**config.mk**
```make
export PLATFORM = sky130hd
export DESIGN_NAME = fifo_uart_tx
export DESIGN_NICKNAME = d
export VERILOG_FILES = /design/src/rtl/fifo_uart_tx.sv
export SDC_FILE = /design/constraint.sdc
export NUM_CORES = 1
export LEC_CHECK = 0
export BUFFER_PORTS_ARGS = -buffer_cell sky130_fd_sc_hd__clkbuf_2
export CORE_AREA = 2 2 50 52
export CTS_CLUSTER_DIAMETER = 30
export DETAILED_ROUTE_END_ITERATION = 8
export DIE_AREA = 0 0 52 54
export PLACE_DENSITY = 0.84
export SLEW_MARGIN = 20
export SYNTH_ARGS = -nofsm -noshare
export SYNTH_HDL_FRONTEND = slang
export SYNTH_SLANG_ARGS = --single-unit
```
**constraint.sdc**
```tcl
create_clock -name clk -period 2.2 [get_ports clk]
set_input_delay 0.11 -clock clk [delete_from_list [all_inputs] [get_ports clk]]
set_output_delay 0.11 -clock clk [all_outputs]
set_load 0.01 [all_outputs]
```
**src/rtl/fifo_uart_tx.sv**
```systemverilog
// fifo_uart_tx: drains an 8-bit buffer FIFO one byte at a time and serializes
// each byte as an asynchronous UART frame (start, DATA_WIDTH bits LSB first,
// optional even parity, one stop bit). The line idles high.
// Optional feature macro: UART_TX_PARITY_EN inserts an even-parity bit
// between the last data bit and the stop bit.
module fifo_uart_tx #(
  parameter int DATA_WIDTH   = 8,
  parameter int CLKS_PER_BIT = 16
) (
  input  logic                  clk,
  input  logic                  rst,
  input  logic                  fifo_empty,
  input  logic [DATA_WIDTH-1:0] fifo_data,
  output logic                  fifo_read,
  output logic                  tx,
  output logic                  busy
);

  localparam int BAUD_W = $clog2(CLKS_PER_BIT);
  localparam int BIT_W  = $clog2(DATA_WIDTH + 1);
  localparam logic [BAUD_W-1:0] BAUD_LAST = BAUD_W'(CLKS_PER_BIT - 1);
  localparam logic [BIT_W-1:0]  BIT_LAST  = BIT_W'(DATA_WIDTH - 1);

`ifdef UART_TX_PARITY_EN
  typedef enum logic [2:0] {IDLE, POP, LOAD, START, DATA, PARITY, STOP} state_t;
`else
  typedef enum logic [2:0] {IDLE, POP, LOAD, START, DATA, STOP} state_t;
`endif

  state_t                  state_q, state_d;
  logic [BAUD_W-1:0]       baud_q, baud_d;
  logic [BIT_W-1:0]        bit_q, bit_d;
  logic [DATA_WIDTH-1:0]   shreg_q, shreg_d;
  logic                    tx_d, read_d, busy_d;
  logic                    bit_end;

`ifdef UART_TX_PARITY_EN
  logic par_q, par_d;

  // Even parity: XOR of all payload bits.
  function automatic logic even_parity(input logic [DATA_WIDTH-1:0] d);
    return ^d;
  endfunction
`endif

  assign bit_end = (baud_q == BAUD_LAST);

  // Next-state, counter and shift-register update, plus the output levels
  // for the upcoming cycle (decoded from the next state so outputs register).
  always_comb begin
    state_d = state_q;
    baud_d  = baud_q;
    bit_d   = bit_q;
    shreg_d = shreg_q;
`ifdef UART_TX_PARITY_EN
    par_d   = par_q;
`endif
    case (state_q)
      IDLE: begin
        baud_d = '0;
        if (!fifo_empty) state_d = POP;
      end
      POP: state_d = LOAD;
      LOAD: begin
        shreg_d = fifo_data;
`ifdef UART_TX_PARITY_EN
        par_d   = even_parity(fifo_data);
`endif
        baud_d  = '0;
        bit_d   = '0;
        state_d = START;
      end
      START: begin
        if (bit_end) begin
          baud_d  = '0;
          state_d = DATA;
        end else begin
          baud_d = baud_q + 1'b1;
        end
      end
      DATA: begin
        if (bit_end) begin
          baud_d  = '0;
          shreg_d = shreg_q >> 1;
          if (bit_q == BIT_LAST) begin
            bit_d = '0;
`ifdef UART_TX_PARITY_EN
            state_d = PARITY;
`else
            state_d = STOP;
`endif
          end else begin
            bit_d = bit_q + 1'b1;
          end
        end else begin
          baud_d = baud_q + 1'b1;
        end
      end
`ifdef UART_TX_PARITY_EN
      PARITY: begin
        if (bit_end) begin
          baud_d  = '0;
          state_d = STOP;
        end else begin
          baud_d = baud_q + 1'b1;
        end
      end
`endif
      STOP: begin
        if (bit_end) begin
          baud_d  = '0;
          state_d = IDLE;
        end else begin
          baud_d = baud_q + 1'b1;
        end
      end
      default: begin
        baud_d  = '0;
        bit_d   = '0;
        state_d = IDLE;
      end
    endcase

    tx_d   = 1'b1;
    read_d = (state_d == POP);
    busy_d = (state_d != IDLE);
    case (state_d)
      START:   tx_d = 1'b0;
      DATA:    tx_d = shreg_d[0];
`ifdef UART_TX_PARITY_EN
      PARITY:  tx_d = par_q;
`endif
      default: tx_d = 1'b1;
    endcase
  end

  // State, counters, shift register and registered outputs.
  always_ff @(posedge clk or negedge rst) begin
    if (!rst) begin
      state_q   <= IDLE;
      baud_q    <= '0;
      bit_q     <= '0;
      shreg_q   <= '0;
      tx        <= 1'b1;
      fifo_read <= 1'b0;
      busy      <= 1'b0;
    end else begin
      state_q   <= state_d;
      baud_q    <= baud_d;
      bit_q     <= bit_d;
      shreg_q   <= shreg_d;
      tx        <= tx_d;
      fifo_read <= read_d;
      busy      <= busy_d;
    end
  end

`ifdef UART_TX_PARITY_EN
  // Parity of the byte in flight, captured alongside the shift register.
  always_ff @(posedge clk or negedge rst) begin
    if (!rst) par_q <= 1'b0;
    else      par_q <= par_d;
  end
`endif

endmodule

```
### Word level (Yosys, flattened, before mapping)

Cells that the tools add are included.

| cells by class | value |
|---|---|
| multiplexer cells | 14 |
| add/sub/neg operators | 2 |
| eq/ne operators | 11 |
| reduce and logical (&&, ||, !) cells | 7 |
| bitwise logic cells | 1 |

Operators with widths:

| kind | number |
|---|---|
| $pmux W3 S6 | 1 |
| $pmux W4 S2 | 2 |
| $pmux W8 S2 | 1 |
| $mux W3 | 5 |
| $mux W4 | 3 |
| $eq A3 B2 Y1 const B | 3 |
| $eq A3 B3 Y1 const B | 3 |
| $add A4 B1 Y4 const B | 2 |
| $mux W8 | 1 |
| $eq A3 B1 Y1 const B | 2 |
| $eq A4 B3 Y1 const B | 1 |
| $eq A4 B4 Y1 const B | 1 |
| $reduce_and A2 Y1 | 2 |
| $reduce_or A4 Y1 | 1 |
| $logic_not A3 Y1 | 1 |
| $reduce_bool A3 Y1 | 1 |
| $reduce_or A3 Y1 | 1 |
| $ne A2 B2 Y1 const B | 1 |
| $pmux W1 S2 | 1 |
| $reduce_bool A2 Y1 | 1 |
| $not A1 Y1 | 1 |

| storage, ports and cells | value |
|---|---|
| output and inout bits | 3 |
| register bits | 22 |
| bits of input ports | 11 |

### Longest topological paths before layout

Gate-level depths: netlist (run 1).

| logic depth | value |
|---|---|
| depth after elaboration | 6 |
| depth in mapped cells | 7 |
| depth with buffers taken out | 5 |

### Least setup slack after synthesis (run 1)

No wires, ideal clock.

| path | value |
|---|---|
| path kind | register -> register |
| start point | register baud_q[0] |
| end point | register shreg_q[1] |
| data arrival time | 1.674 ns |
| library setup time | 0.125 ns |
| slack | 0.401 ns |
| stages on the path, launching flop included | 8 |
| period minus slack after synthesis | 1.799 ns |
| cells stage by stage | dfrtp_1 -> ha_1 -> and3_4 -> buf_6 -> and2_4 -> buf_6 -> a22o_1 -> mux2_2 |

| between the ends | value |
|---|---|
| cells in the longest elaborated chain, start to end | 3 |

RTL lines:

| what | line | RTL |
|---|---|---|
| from (decl) | 31 | `logic [BAUD_W-1:0] baud_q, baud_d;` |
| from (signal assigned) | 149 | `baud_q <= baud_d;` |
| $eq A4 B4 Y1 | 46 | `assign bit_end = (baud_q == BAUD_LAST);` |
| $ne A2 B2 Y1 (no source line) | -- |  |
| $reduce_and A2 Y1 (no source line) | -- |  |
| to (signal assigned) | 151 | `shreg_q <= shreg_d;` |
| to (decl) | 33 | `logic [DATA_WIDTH-1:0] shreg_q, shreg_d;` |

Every way passes these cells.
A chain may end at the register's enable or synchronous reset.

### Worst setup path after layout (run 1)

| path | value |
|---|---|
| start point | register baud_q[0] |
| end point | register busy |

| between the ends | value |
|---|---|
| cells in the longest elaborated chain, start to end | 4 |
| elaborated cells between the ends (all ways) | 6 |

RTL lines:

| what | line | RTL |
|---|---|---|
| $eq A4 B4 Y1 (*) | 46 |  |
| $mux W3 (on tied branches) | 110, 74, 82 |  |
| $pmux W3 S6 (*) | 58 | `case (state_q)` |
| net state_d[0] | 30 | `state_t state_q, state_d;` |
| $reduce_bool A3 Y1 (*) | 126 | `busy_d = (state_d != IDLE);` |
| net busy_d | 34 | `logic tx_d, read_d, busy_d;` |
| to (signal assigned) | 154 | `busy <= busy_d;` |
| to (decl) | 16 | `output logic busy` |

Mark *: on every way through the listed nets, which the timed path passes. The rest lies on a longest branch.

==> flow_metrics.py, run 1 <==
metrics = {
    "timing": {
        "slew-limit-headroom_pct": 64.3,
        "fin_crit_sh_pct": 83.5,
        "fmax_mhz": 544,
        "finalMaxSlewViolations": 0,
        "final.setup.worst_slack_ps": 362,
        "hold_violations": 0,
        "setup_viol": 0,
        "whs_ps": 133,
        "grt_setup_unrepaired": "no",
        "fin_skew_ps": 4.70,
        "worst_slew_pin_slew_ps": 535,
        "post-route-min-period_ps": 1840,
        "finalSetupTns_ps": 0,
    },
    "grt": {
        "grt_pass1_wl_mm": 3.86,
        "grt_overflow": 0,
        "track_usage_pct": 18.8,
        "grt_antenna_before_repair": 0,
        "grt_max_degree": 23,
        "grt_pass1_vias": 850,
    },
    "detailed_routing": {
        "route.detailed.wl_per_inst_um": 14.4,
        "firstDrtPassIters": 4,
        "drt_iter0_markers": 3,
        "vias": 913,
        "routed_wl_mm": 2.26,
        "remaining_drc_errors": 0,
        "postRouteAntennaNets": 0,
        "vias_per_cell": 5.82,
    },
    "floorplanning": {
        "die-area_um2": 2810,
        "die_w_um": 52,
        "start_util_pct": 51.6,
        "rows": 18,
        "die_h_um": 54,
        "io-pin-count": 14,
        "core_area_um2": 2320,
    },
    "placement": {
        "port_buffers": 13,
        "place.gp.congestion": 0.825,
        "dpl.hpwl_mm": 1.63,
        "dp_cells": 151,
        "place_ws_ps": 369,
    },
    "hold_path": {
        "worstHoldPathType": "input pin to flip-flop",
        "hp-start": "fifo_data[3]",
    },
    "yosys": {
        "synth_compound_area_share_pct": 22.2,
        "syn_area_per_cell_um2": 10.7,
        "muxShareOfSynthArea_pct": 7.32,
        "ys_ff_latch": 22,
        "synth_largest_area_cell": "dfrtp_1",
        "synthAdderAreaFrac_pct": 2.09,
        "ys_warn_count": 0,
        "synth_cell_types": 45,
        "synthArstFlopShare_pct": 100,
        "synthTopCellsByCount": "dfrtp_1, nand2_1, a22o_1, o21ai_0, mux2_2",
        "syn_area_um2": 1200,
        "synth_top_family_by_area": "compound AO/OA/AOI/OAI gates",
        "synth_edf_count": 0,
        "synthXorXnorAreaFrac_pct": 0,
        "synthSimpleGateAreaFrac_pct": 17.9,
        "syn_inst": 112,
        "synth_ff_type": "dfrtp_1",
        "synth_top_area_share_pct": 43.9,
        "synth_most_common_cell": "dfrtp_1",
        "netlist_top_cells_area": "dfrtp_1, mux2_2, a22o_1, o21ai_0, nand2_1",
        "synth_seq_area_share_pct": 46.1,
        "synth_fp_nets": 125,
    },
    "clocking": {
        "cts_root_buf": "clkbuf_4",
        "cts_tree": "built",
        "clk_pin_slew_ps": 120,
        "clock_latency_ps": 310,
        "h-tree-depth": 1,
        "cts_made_buffers": 3,
        "cts_setup_buffers": 0,
        "clk_path_buf_depth": 2,
        "cts.sinks": 22,
    },
    "critical_path": {
        "worstSetupStartpoint": "baud_q[0]",
        "cp.required_ps": 2400,
        "cp_max_fo": 10,
        "timing.rr.start": "baud_q[0]",
        "cpPeakStageDelay_ps": 430,
        "setup.worst_path.end_class": "flip-flop",
        "startpoint_type": "flip-flop",
        "cp_slowest_cell": "dfrtp_1",
        "path_class": "flip-flop to flip-flop",
        "crit_arrival_ps": 2040,
        "path_cells": "ha_1, and3_4, mux2i_1, o22ai_1, or3_1",
    },
    "layout": {
        "layout-drive-gt1-share_pct": 24.4,
        "nets": 141,
        "fin_cells": 157,
        "antenna_cells": 0,
        "syn_to_final_growth_pct": 10.8,
    },
    "power": {
        "p_leak_nw": 0.616,
        "cellPowerDensity_nw_per_um2": 508,
        "ir_drop_uv": 468,
    },
    "flow_run": {
        "max-cap-violations": 0,
    },
    "outcome": {
        "status": "finished clean",
    },
}
## cell families (layout without fill, tap and decap cells)
logic type,Yosys count,in the layout
flip-flops,22,22
buffers and inverters,8,23
multiplexers,8,8
adder cells (fa/ha/maj),2,2
AO/OA/AOI/OAI,37,37
AND/OR/NAND/NOR,35,35
## registers in the layout (all words and copies together), names as in the netlist
signal,count
baud_q,4
bit_q,4
busy,1
fifo_read,1
shreg_q,8
state_q,3
tx,1
## area by class of cell
cell class | instances | area [um^2]
Clock buffer | 4 | 36.3
Fill cell | 197 | 995
Multi-Input combinational cell | 82 | 592
Tap cell | 30 | 37.5
Timing Repair Buffer | 17 | 100
Sequential cell | 22 | 552
Inverter | 2 | 7.51
## layout by cell type, fill, tap and decap left out, types with 2 or more instances in the layout
master,count
mux2_2,6
clkbuf_4,3
nor3b_1,2
dfrtp_1,21
o31a_1,2
a32o_1,2
nand2b_1,3
a31oi_1,4
a21oi_1,4
dlygate4sd3_1,2
nand2_1,9
nor2_1,2
ha_1,2
clkbuf_2,13
nand3_1,2
o21ai_0,7
inv_1,2
nor2b_1,4
mux2i_1,2
a22o_1,7
buf_4,2
## metrics by stage
stage | total power, W | instance area (um^2) | util, %
after global placement | 0.000456 | 1270 | 54.7
after global routing | 0.000695 | 1330 | 57.1
after floorplan | 0.000436 | 1200 | -
after CTS | 0.000677 | 1330 | 57.1
final | 0.000672 | 1330 | 57.1
after detailed placement | 0.000457 | 1270 | 54.7
## per-layer routing
layer,up-vias,part of all wire [%],global-route usage [%],wire [um]
met5,-,0,0,0
met4,0,1.7,8.33,38
met3,5,3.1,3.33,71
met2,17,47,28.1,1050
met1,437,48,26.7,1100
li1,454,-,-,-
## final timing paths
check                             endpoint  cells past startpoint  slack (ps)
worst max-delay path                  busy                      5         360
min in group asynchronous         bit_q[2]                      2         290
worst min register to register    bit_q[3]                      1         510
max in group asynchronous               tx                      2        1540
worst min-delay path            shreg_q[3]                      3         130
worst max register to register        busy                      5         360
## worst max-delay path, delay by kind of cell, from the launching register on
kind	cells	cell delay, ps
mux	1	190
simple gates	2	690
fa+ha+maj	1	290
flops	1	430
compound gates	1	130
## power breakdown
part / leakage [nW] / internal (W) / switching, W / total [W]
clock: 0.0210 / 0.000101 / 0.000119 / 0.000221
combinational: 0.341 / 0.0000196 / 0.0000164 / 0.0000360
sequential: 0.254 / 0.000412 / 0.00000364 / 0.000416
total: 0.616 / 0.000533 / 0.000139 / 0.000672
## what timing repair did
| action | in CTS | in global routing |
|---|---|---|
| hold buffers | 2 | 0 |
| endpoints found under the hold margin | 22 | 0 |
| gates resized for setup | 0 | 0 |
| endpoints found under the setup margin | 0 | 0 |
(Power assumes the default switching activity.)
==> run 2: changes to the inputs <==
--- a/config.mk
+++ b/config.mk
@@ -6,11 +6,11 @@
 export NUM_CORES = 1
 export LEC_CHECK = 0
 export BUFFER_PORTS_ARGS = -buffer_cell sky130_fd_sc_hd__clkbuf_2
-export CORE_AREA = 2 2 50 52
+export CORE_AREA = 2 2 52 54
 export CTS_CLUSTER_DIAMETER = 30
 export DETAILED_ROUTE_END_ITERATION = 8
-export DIE_AREA = 0 0 52 54
-export PLACE_DENSITY = 0.84
+export DIE_AREA = 0 0 54 56
+export PLACE_DENSITY = 0.81
 export SLEW_MARGIN = 20
 export SYNTH_ARGS = -nofsm -noshare
 export SYNTH_HDL_FRONTEND = slang
==> constraint.sdc (replaced) <==
create_clock -name clk -period 1.5 [get_ports clk]
set_input_delay 0.075 -clock clk [delete_from_list [all_inputs] [get_ports clk]]
set_output_delay 0.075 -clock clk [all_outputs]
set_load 0.01 [all_outputs]
==> run 2 against run 1 <==
Compared with the run above:
- the flow now finishes with violations (negative setup slack)
- non-clock buffer count rose by 19
- critical path depth unchanged
- setup slack lost 460 ps
- global-route usage up 1.1 points
- combinational power grew 56%
- power up 48%
- maximum frequency up 15%
- first-iteration DRC count increased to 11 times the previous value
- via count rose by 13%
- utilization up 5.5 points
- die area is 7.7% higher
- largest power group unchanged
==> flow_metrics.py, run 2 (synthesis results as in run 1) <==
metrics = {
    "clocking": {
        "cts.sinks": 22,
        "cts_made_buffers": 3,
        "cts_root_buf": "clkbuf_4",
        "clk_pin_slew_ps": 130,
        "h-tree-depth": 1,
        "clk_path_buf_depth": 2,
        "cts_tree": "built",
        "clock_latency_ps": 300,
    },
    "critical_path": {
        "crit_arrival_ps": 1840,
        "reg2regPathDepth": 5,
        "cp_max_fo": 7,
        "startpoint_type": "flip-flop",
        "path_class": "flip-flop to flip-flop",
        "setup.worst_path.end_class": "flip-flop",
        "timing.rr.start": "baud_q[1]",
        "cp.required_ps": 1750,
        "r2r_end": "tx",
        "r2r_slack_ps": -100,
    },
    "floorplanning": {
        "core_area_um2": 2430,
        "die-area_um2": 3020,
        "die_w_um": 54,
        "die_h_um": 56,
        "start_util_pct": 49.2,
        "io-pin-count": 14,
        "rows": 18,
    },
    "timing": {
        "fmax_mhz": 627,
        "finalSetupTns_ps": -431,
        "fin_crit_sh_pct": 106,
        "hold_violations": 0,
        "post-route-min-period_ps": 1600,
        "slew-limit-headroom_pct": 63.9,
        "final.setup.worst_slack_ps": -95.6,
        "grt_setup_unrepaired": "yes",
        "worst_slew_pin_slew_ps": 541,
        "setup_viol": 9,
        "fin_skew_ps": 1.48,
        "finalMaxSlewViolations": 0,
    },
    "detailed_routing": {
        "routed.top_layer": "met4",
        "route.detailed.wl_per_inst_um": 15.6,
        "wl_met2_mm": 1.47,
        "drt_iter0_markers": 32,
        "postRouteAntennaNets": 0,
        "routed_wl_mm": 2.74,
        "firstDrtPassIters": 4,
        "vias_per_cell": 5.85,
        "remaining_drc_errors": 0,
        "wl_met1_mm": 1.17,
        "wl_met3_um": 74,
        "vias": 1029,
    },
    "layout": {
        "antenna_cells": 0,
        "final_cell_mix": "buf_4, dfrtp_1, clkbuf_2",
        "mostFrequentLayoutCell": "buf_4",
        "largest_register": "shreg_q",
        "nFillCells": 178,
        "syn_to_final_growth_pct": 27.3,
        "nets": 160,
        "layout-drive-gt1-share_pct": 41.1,
        "largest_register_ffs": 8,
        "reg_top3": "shreg_q (8), baud_q (4), bit_q (4)",
    },
    "power": {
        "p_seq_share_pct": 61.1,
        "p_switching_w": 0.000213,
        "ir_drop_uv": 415,
        "comb_power_share_pct": 5.6,
        "power.total_w": 0.000998,
        "power.internal_w": 0.000784,
        "cellPowerDensity_nw_per_um2": 655,
        "swShare_pct": 21.4,
        "p_leak_nw": 0.719,
        "clockPowerShare_pct": 33.3,
    },
    "grt": {
        "grt_pass1_vias": 1044,
        "grt_overflow": 0,
        "track_usage_pct": 19.8,
        "grt_max_degree": 23,
        "grt_pass1_wl_mm": 4.53,
        "grt_antenna_before_repair": 0,
    },
    "hold_path": {
        "holdPathEnd": "shreg_q[5]",
        "hp-start": "fifo_data[5]",
        "hold_depth": 3,
        "worstHoldPathType": "input pin to flip-flop",
    },
    "placement": {
        "place.gp.congestion": 0.900,
        "dpl.hpwl_mm": 2.04,
        "port_buffers": 13,
    },
    "flow_run": {
        "max-cap-violations": 0,
    },
    "outcome": {
        "status": "finished with violations",
        "violations": "negative setup slack",
    },
}
run 2: cell types whose count changed in the layout (fill, tap and decap cells not counted), sizes merged:
cell	delta
buf	+19
run 2: worst max-delay path by stage:
stage                          from          to  slack (ps)  cells after the start
after floorplan           baud_q[0]  shreg_q[1]        -210                      7
after global placement    baud_q[1]          tx         -40                      5
after detailed placement  baud_q[1]          tx         -90                      5
after CTS                 baud_q[0]          tx        -110                      5
after global routing      baud_q[0]        busy        -170                      5
final                     baud_q[1]          tx        -100                      5
run 2: critical path, stage by stage, from the launching register on:
cell,delay [ps]
dfrtp_1,440
ha_4,170
and3_4,200
a32o_2,250
or2_1,230
o31a_1,240
run 2: repair_timing:
item,CTS,global route
resized for setup,5,8
pin swaps,3,8
hold buffers,2,0
endpoints found under the hold margin,22,0
buffers inserted,1,3
endpoints found under the setup margin,11,12
run 2: metal layers:
| layer | vias up | track usage [%] |
|---|---|---|
| met5 | - | 0 |
| met4 | 0 | 5.36 |
| met3 | 2 | 4.03 |
| met2 | 19 | 34.1 |
| met1 | 515 | 24.4 |
| li1 | 493 | - |
run 2: power groups by stage:
stage / sequential [W] / clock [W] / combinational (W)
final: 0.000610 / 0.000332 / 0.0000560
after global routing: 0.000611 / 0.000369 / 0.0000637
after CTS: 0.000610 / 0.000339 / 0.0000543
after detailed placement: 0.000621 / 0 / 0.0000495
after global placement: 0.000621 / 0 / 0.0000475
after floorplan: 0.000621 / 0 / 0.0000201
run 2: cell type report:
class	instances	area, um^2	area share [%]
inverters	2	7.51	0.493
flip-flops and latches	22	554	36.4
clock buffers	4	36.3	2.38
repair buffers	36	243	15.9
well taps	30	37.5	2.47
multi-input cells	82	644	42.3
run 2: through the flow:
step                      worst slack (ps)  instances  hold slack [ps]  instance area, um^2  utilization (%)
after floorplan                       -205        112             -221                 1210                -
after global placement               -39.6        167             74.6                 1400             57.6
after detailed placement             -89.2        167             86.9                 1400             57.6
after CTS                             -108        174              108                 1480             61.0
after global routing                  -171        176             93.9                 1520             62.6
final                                -95.6        176              109                 1520             62.6
==> run 3: changes to the inputs <==
--- a/config.mk
+++ b/config.mk
@@ -11,6 +11,7 @@
 export DETAILED_ROUTE_END_ITERATION = 8
 export DIE_AREA = 0 0 54 56
 export PLACE_DENSITY = 0.81
+export SETUP_SLACK_MARGIN = 0.05
 export SLEW_MARGIN = 20
 export SYNTH_ARGS = -nofsm -noshare
 export SYNTH_HDL_FRONTEND = slang
==> run 3 against run 2 <==
Compared with the run above:
- the flow still finishes with violations (negative setup slack)
- die area did not move
- setup slack got worse by 85 ps
- cell count rose by 4.0%
- non-clock buffer count rose by 6
- largest power group unchanged
==> flow_metrics.py, run 3 (synthesis results as in run 1) <==
metrics = {
    "layout": {
        "final_area_um2": 1630,
        "syn_to_final_growth_pct": 36.5,
        "largest_register": "shreg_q",
        "nets": 167,
        "final_cell_mix": "buf_4, dfrtp_1, clkbuf_2",
        "largest_register_ffs": 8,
        "mostFrequentLayoutCell": "buf_4",
        "reg_top3": "shreg_q (8), baud_q (4), bit_q (4)",
        "layout-drive-gt1-share_pct": 45.1,
        "antenna_cells": 0,
    },
    "detailed_routing": {
        "vias": 1096,
        "postRouteAntennaNets": 0,
        "firstDrtPassIters": 4,
        "routed_wl_mm": 3.20,
        "route.detailed.wl_per_inst_um": 17.5,
        "drt_iter0_markers": 38,
        "remaining_drc_errors": 0,
        "vias_per_cell": 5.99,
    },
    "floorplanning": {
        "core_area_um2": 2430,
        "io-pin-count": 14,
        "die_h_um": 56,
        "start_util_pct": 49.2,
        "die_w_um": 54,
        "die-area_um2": 3020,
        "rows": 18,
    },
    "hold_path": {
        "hold_depth": 3,
        "hp-start": "fifo_data[3]",
        "worstHoldPathType": "input pin to flip-flop",
    },
    "timing": {
        "grt_setup_unrepaired": "yes",
        "fmax_mhz": 595,
        "final.setup.worst_slack_ps": -180,
        "worst_slew_pin_slew_ps": 539,
        "finalSetupTns_ps": -875,
        "post-route-min-period_ps": 1680,
        "finalMaxSlewViolations": 0,
        "hold_violations": 0,
        "fin_crit_sh_pct": 112,
        "slew-limit-headroom_pct": 64.0,
        "fin_skew_ps": 12.0,
        "setup_viol": 8,
    },
    "critical_path": {
        "setup.worst_path.end_class": "flip-flop",
        "startpoint_type": "flip-flop",
        "cp_max_fo": 6,
        "cpPeakStageDelay_ps": 430,
        "crit_arrival_ps": 1870,
        "cp.required_ps": 1690,
        "reg2regPathDepth": 6,
        "timing.rr.start": "baud_q[0]",
        "worstSetupStartpoint": "baud_q[0]",
        "path_class": "flip-flop to flip-flop",
        "r2r_slack_ps": -180,
        "path_cells": "ha_4, buf_4, nand3_1, a2bb2oi_1, o22ai_2, or3_1",
        "cp_slowest_cell": "dfrtp_1",
    },
    "power": {
        "cellPowerDensity_nw_per_um2": 689,
        "p_leak_nw": 0.768,
        "power.total_w": 0.00112,
        "ir_drop_uv": 520,
    },
    "clocking": {
        "h-tree-depth": 1,
        "clock_latency_ps": 310,
        "clk_path_buf_depth": 2,
        "cts_tree": "built",
        "clk_pin_slew_ps": 140,
        "cts_made_buffers": 3,
        "cts_root_buf": "clkbuf_4",
        "cts.sinks": 22,
    },
    "grt": {
        "grtUsageMet1_pct": 29.2,
        "grt_pass1_vias": 1037,
        "grt_antenna_before_repair": 0,
        "grt_util_met2_pct": 34.7,
        "grt_max_degree": 23,
        "grt_overflow": 0,
        "met3_usage_pct": 3.23,
        "track_usage_pct": 21.3,
        "grt_busiest_layer": "met2",
        "grt_pass1_wl_mm": 4.81,
    },
    "outcome": {
        "status": "finished with violations",
        "violations": "negative setup slack",
    },
    "placement": {
        "dpl.hpwl_mm": 2.03,
        "port_buffers": 13,
        "place.gp.congestion": 0.860,
        "placed_cell_area_um2": 1420,
    },
    "flow_run": {
        "max-cap-violations": 0,
    },
}
==> run 3: area by class of cell <==
cell class | count | area, um^2
Fill cell | 175 | 800
Timing Repair Buffer | 42 | 299
Clock inverter | 1 | 30.0
Inverter | 2 | 7.51
Tap cell | 30 | 37.5
Multi-Input combinational cell | 83 | 681
Clock buffer | 3 | 22.5
Sequential cell | 22 | 556
==> run 3: routing by layer <==
| metal | wire length (um) | vias up |
|---|---|---|
| li1 | - | 506 |
| met1 | 1360 | 543 |
| met2 | 1650 | 43 |
| met3 | 163 | 4 |
| met4 | 24 | 0 |
| met5 | 0 | - |
==> run 3: what timing repair did <==
action,in CTS,in global routing
buffers inserted,1,5
cloned,1,0
endpoints found under the hold margin,22,0
hold buffers,2,0
setup endpoints to repair,9,15
pin swaps,2,5
gates resized for setup,3,20
==> run 3: path summary, 6_finish.rpt <==
kind	to
min in group asynchronous	bit_q[0]
setup / recovery	busy
max in group asynchronous	state_q[1]
hold reg to reg	shreg_q[5]
setup reg to reg	busy
hold / removal	shreg_q[3]
==> run 3: where the power goes <==
part | switching, W | total, W | internal [W] | leakage [nW]
Sequential | 0.00000583 | 0.000611 | 0.000605 | 0.251
Combinational | 0.0000256 | 0.0000560 | 0.0000304 | 0.490
Clock | 0.000188 | 0.000458 | 0.000270 | 0.0279
==> run 3: worst max-delay path: cells and delay by family (launching register included) <==
family          cells  cell delay (ps)
flops               1              430
simple gates        2              460
compound gates      2              390
fa+ha+maj           1              170
buf+inv             1              130
==> run 3: stage by stage <==
step / hold slack, ps / cells / utilization (%) / setup slack (ps)
3_3_place_gp: 75.3 / 170 / 58.5 / -47.0
4_1_cts: 94.1 / 178 / 62.5 / -57.9
5_1_grt: 108 / 183 / 67.1 / -208
2_1_floorplan: -221 / 112 / - / -205
6_report: 95.2 / 183 / 67.1 / -180
3_5_place_dp: 89.7 / 170 / 58.5 / -75.8
